### src/rtl/stack_catcher.sv
// Falling-item catcher: collision pulse, stack height, score, lives.
// Registered outputs, all state on the rising edge of fall_clk.
module stack_catcher #(
  parameter int PLAYER_W   = 60,
  parameter int ITEM_W     = 20,
  parameter int BLOCK_H    = 20,
  parameter int BASE_Y     = 400,
  parameter int MISS_Y     = 400,
  parameter int MAX_HEIGHT = 15
) (
  input  logic       fall_clk,
  input  logic       rst,
  input  logic       pause,
  input  logic [9:0] item_x,
  input  logic [9:0] item_y,
  input  logic [1:0] item_color,
  input  logic [9:0] player_x,
  output logic       collision,
  output logic [3:0] stack_height,
  output logic [1:0] top_color,
  output logic [7:0] score,
  output logic [1:0] lives,
  output logic       game_over
);

  typedef enum logic [2:0] {
    TRACK, HIT, MISS, WAIT_CLEAR, OVER
  } state_t;

  state_t     state_q, state_d;
  logic       coll_q, coll_d;
  logic [3:0] height_q, height_d;
  logic [1:0] top_q, top_d;
  logic [7:0] score_q, score_d;
  logic [1:0] lives_q, lives_d;

  logic [9:0]  top_y;
  logic [10:0] item_bot, item_rt, pl_rt;
  logic        overlap, catch_w, miss_w;

  assign top_y    = 10'(BASE_Y - int'(height_q) * BLOCK_H);
  assign item_bot = {1'b0, item_y} + 11'(ITEM_W);
  assign item_rt  = {1'b0, item_x} + 11'(ITEM_W);
  assign pl_rt    = {1'b0, player_x} + 11'(PLAYER_W);

  assign overlap = (item_rt > {1'b0, player_x})
                && ({1'b0, item_x} < pl_rt);
  assign catch_w = overlap && (item_bot >= {1'b0, top_y});
  assign miss_w  = !catch_w && (item_y >= 10'(MISS_Y));

  function automatic logic [7:0] sat_add(
    input logic [7:0] a,
    input logic [3:0] b
  );
    logic [8:0] s;
    s = {1'b0, a} + {5'd0, b};
    return s[8] ? 8'hFF : s[7:0];
  endfunction

  always_comb begin
    state_d  = state_q;
    coll_d   = 1'b0;
    height_d = height_q;
    top_d    = top_q;
    score_d  = score_q;
    lives_d  = lives_q;
    unique case (state_q)
      TRACK: begin
        if (!pause && catch_w) begin
          state_d  = HIT;
          coll_d   = 1'b1;
          height_d = height_q + 4'd1;
          top_d    = item_color;
          if (item_color == top_q && height_q != 4'd0)
            score_d = sat_add(score_q, 4'd2);
          else
            score_d = sat_add(score_q, 4'd1);
        end else if (!pause && miss_w) begin
          state_d = MISS;
          lives_d = lives_q - 2'd1;
        end
      end
      // HIT always finishes, even while paused.
      HIT: begin
        state_d = WAIT_CLEAR;
        if (height_q == 4'(MAX_HEIGHT)) begin
          height_d = 4'd0;
          top_d    = 2'd0;
          score_d  = sat_add(score_q, 4'd5);
        end
      end
      MISS: begin
        if (!pause)
          state_d = (lives_q == 2'd0) ? OVER : WAIT_CLEAR;
      end
      WAIT_CLEAR: begin
        if (!pause && item_y == 10'd0)
          state_d = TRACK;
      end
      OVER: state_d = OVER;
      default: state_d = TRACK;
    endcase
  end

  always_ff @(posedge fall_clk or posedge rst) begin
    if (rst) begin
      state_q  <= TRACK;
      coll_q   <= 1'b0;
      height_q <= 4'd0;
      top_q    <= 2'd0;
      score_q  <= 8'd0;
      lives_q  <= 2'd3;
    end else begin
      state_q  <= state_d;
      coll_q   <= coll_d;
      height_q <= height_d;
      top_q    <= top_d;
      score_q  <= score_d;
      lives_q  <= lives_d;
    end
  end

  assign collision    = coll_q;
  assign stack_height = height_q;
  assign top_color    = top_q;
  assign score        = score_q;
  assign lives        = lives_q;
  assign game_over    = (state_q == OVER);

endmodule

### config.mk
export PLATFORM = sky130hd
export DESIGN_NAME = stack_catcher
export DESIGN_NICKNAME = d
export VERILOG_FILES = /design/src/rtl/stack_catcher.sv
export SDC_FILE = /design/constraint.sdc
export NUM_CORES = 1
export LEC_CHECK = 0
export BUFFER_PORTS_ARGS = -buffer_cell sky130_fd_sc_hd__buf_2
export CAP_MARGIN = 20
export CORE_MARGIN = 2
export CORE_UTILIZATION = 45
export CTS_CLUSTER_DIAMETER = 60
export CTS_CLUSTER_SIZE = 20
export DETAILED_ROUTE_END_ITERATION = 8
export PLACE_DENSITY = 0.72
export SLEW_MARGIN = 10
export SYNTH_ARGS = -nofsm -noshare
export SYNTH_HDL_FRONTEND = slang
export SYNTH_SLANG_ARGS = --single-unit
### constraint.sdc
create_clock -name fall_clk -period 11.3 [get_ports fall_clk]
set_clock_uncertainty 0.1 [all_clocks]
set_input_delay 1.13 -clock fall_clk [delete_from_list [all_inputs] [get_ports fall_clk]]
set_output_delay 1.13 -clock fall_clk [all_outputs]
set_load 0.02 [all_outputs]
==> summary.md <==
| Metric | Value |
|---|---|
| CP top delay family | adder cells |
| Most used cell, CP | ha_1 |
| Total track usage | 0.203 |
| Initial antenna violation count | 0 |
| Main synth FF type | dfrtp_1 |
| Die H | 79.1 um |
| Crit Path Class | register to register |
| Switch Pwr | 244 uW |
| CP Data Arrival Time | 4.43 ns |
| DR WL/cell | 14.3 um |
| Post-DP HPWL | 5.05 mm |
| Post-synth EDFFs | 0 |
| Worst Path Buf+Inv | 1 |
| RD Place Congestion | 0.897 |
| Clock-pin slew on the worst setup and hold paths | 0.08 ns |
| Fmax | 228 MHz |
| Clock buffer depth | 2 |
| Tcrit/Tclk final | 0.388 |
| Fin crit period | 4.38 ns |
| NumNets Final | 450 |
| XOR/XNOR Fraction of Synth Area | 0.107 |
| Final wirelength | 6.36 mm |
| Synth cell types | 50 |
| Num CTS Buffers | 3 |
| Leading cell types in the layout, fill and taps excluded | 52 x buf_2, 40 x ha_1, 28 x a21oi_1, 27 x inv_1, 26 x o21ai_0 |
| #FFs+latches synth | 20 |
| DP Worst Slack | 6.83 ns |
| Final Setup Violations | 0 |
| Adder-cell share of the synthesized area | 0.205 |
| Port buffer count | 52 |
| Async set-reset flop share out of synthesis | 1.00 |
| Switching portion of total power | 0.473 |
| Post-cts gate resize count | 0 |
| Peak supply drop | 0.0975 mV |
| Pre-antenna DRT Iters | 4 |
| TritonCTS clock tree | done |
| FP Rows | 27 |
| WHS | 0.401 ns |
| Clock latency on the worst-skew pair | 0.26 ns |
| Share of layout cells above drive strength 1 | 0.172 |
| Routed vias | 2,540 |
| Slowest CP cell | dfrtp_1 |
| Yosys warning count | 0 |
| Leakage power | 1.40 nW |
| DRC violations left | 0 |
| Max_cap viols | 0 |
| # diodes | 0 |
| I/O pins | 53 |
| CP Cell Sequence | ha_1 > ha_1 > inv_1 > fa_1 > nand2b_1 > o21ai_0 > xor2_1 > nand2_1 > o31ai_1 > ha_1 > a21oi_1 > o21ai_0 > a221oi_1 > or4_1 > nand2_1 > mux2_2 |
| CP required | 11.35 ns |
| Fill count | 563 |
| Yosys top cell by area | ha_1 |
| Crit. End Element | register |
| Post-Syn Nets | 400 |
| Share of the synthesized area in the top cell type | 0.197 |
| Placed cell areas | 2870 um2 |
| Commonest non-fill, non-tap cell in the layout | buf_2 |
| CP Launch Type | register |
| Mapped Cells | 324 |
| RSZ-0062 raised after global routing | false |
| Starting Density | 0.464 |
| Compound-Gate Fraction of Synth Area | 0.219 |
| CORE AREA | 5470 um2 |
| Simple-Gate Fraction of Synth Area | 0.201 |
| Largest family of logic cells by synthesized area | compound AO/OA/AOI/OAI gates |
| Post-CTS Hold Fix Bufs | 0 |
| Largest net degree at the start of global routing | 21 |
| Clock Sink Count | 20 |
| Post-synthesis mux area share | 0.0123 |
| Setup TNS | 0 ns |
| CTS HTree Levels | 1 |
| Vias in the first global route | 2,252 |
| Cell internal pwr | 272 uW |
| Global route overflow | 0 |
| Slew margin rel. | 0.440 |
| Core Util, Final | 0.537 |
| CP max stage delay | 0.53 ns |
| Clock power frac | 0.139 |
| DIE WIDTH | 79.1 um |
| Crit path max fanout | 14 |
| Count of final hold-check violations | 0 |
| Post-Syn Area | 2540 um2 |
| Area contributors post-synth | ha_1 20%, dfrtp_1 18%, xnor2_1 7.6% |
| Iteration-0 DRC Markers | 172 |
| Final Slew Violations | 0 |
| Final Instance Area | 2940 um2 |
| Synth-to-Final Area Change | 15.6% |
| Register share of total power | 0.251 |
| Post-DRT Antenna Nets | 0 |
| Die ar. | 6260 um2 |
| Via/cell ratio | 5.71 |
| Pwr dens | 176 nW/um2 |
| HP Class | register to register |
| Measured slew at the worst slew-check pin | 0.834 ns |
| Sequential area share after synthesis | 0.198 |
| Clk root buf | clkbuf_8 |
| First-pass GRT wire length | 10.3 mm |
| Status | completed |
| Mean post-synth cell area | 7.84 um2 |
| Gate power share | 0.610 |
| Setup WS post-layout | 6.92 ns |
| Postcts setup bufs | 0 |
==> path summary, 6_finish.rpt <==
path	from	end	slack, ns	cells past startpoint
max	stack_height[3]	score[1]	6.92	16
min	lives[0]	lives[0]	0.40	1
max reg2reg	stack_height[3]	score[1]	6.92	16
min reg2reg	lives[0]	lives[0]	0.40	1
max in group asynchronous	rst	stack_height[1]	9.74	2
min in group asynchronous	rst	score[1]	0.89	2
==> metrics by stage <==
step	std cells	power, mW
floorplan	324	0.354
global placement	441	0.430
detailed placement	441	0.441
CTS	445	0.515
global route	445	0.563
finish	445	0.516
==> synthesized netlist by cell type (4+ instances only) <==
library cell,count
a32oi_1,5
nand2b_1,5
a21oi_1,28
nand4_1,6
xor2_1,9
nand2_1,25
o21ai_0,26
ha_1,40
nor2_1,21
and3_1,4
xnor2_1,22
nand3_1,18
dfrtp_1,18
clkbuf_1,5
inv_1,27
nor3_1,6
==> area by class of cell <==
| class | instances | area [um2] | share of cell area |
|---|---|---|---|
| multi-input combinational | 266 | 1890 | 0.644 |
| sequential | 20 | 503 | 0.171 |
| tap | 72 | 90.1 | 0.0307 |
| clock inverter | 1 | 30.0 | 0.0102 |
| inverter | 30 | 113 | 0.0383 |
| clock buffer | 3 | 41.3 | 0.0141 |
| timing repair buffer | 53 | 268 | 0.0912 |
==> registers in the layout (all words and copies together) (netlist names) <==
name,flops
top_color,2
stack_height,4
lives,2
score,8
state_q,3
collision,1
==> routing by layer <==
layer  GRT usage  part of all wire  wire (um)  up-vias
met5           0                 0          0        -
met4      0.0534             0.011         72        0
met3      0.0216             0.036        231        6
met2       0.332              0.47       2990       72
met1       0.286              0.48       3070     1185
li1            -                 -          -     1277
==> power by group through the flow <==
stage          Combinational [mW]  Clock [mW]  Sequential [mW]
2_1_floorplan               0.215           0            0.140
3_3_place_gp                0.301           0            0.129
3_5_place_dp                0.311           0            0.130
4_1_cts                     0.313      0.0727            0.129
5_1_grt                     0.353      0.0761            0.134
6_report                    0.315      0.0719            0.130
==> cell families after synthesis <==
group                      after synthesis
buffers and inverters                   38
muxes                                    3
AOI/OAI and AO/OA                       89
adders and majority gates               41
xor gates and xnor gates                31
and+or+nand+nor                        102
DFF                                     20
Power figures use the tool's default switching activity.
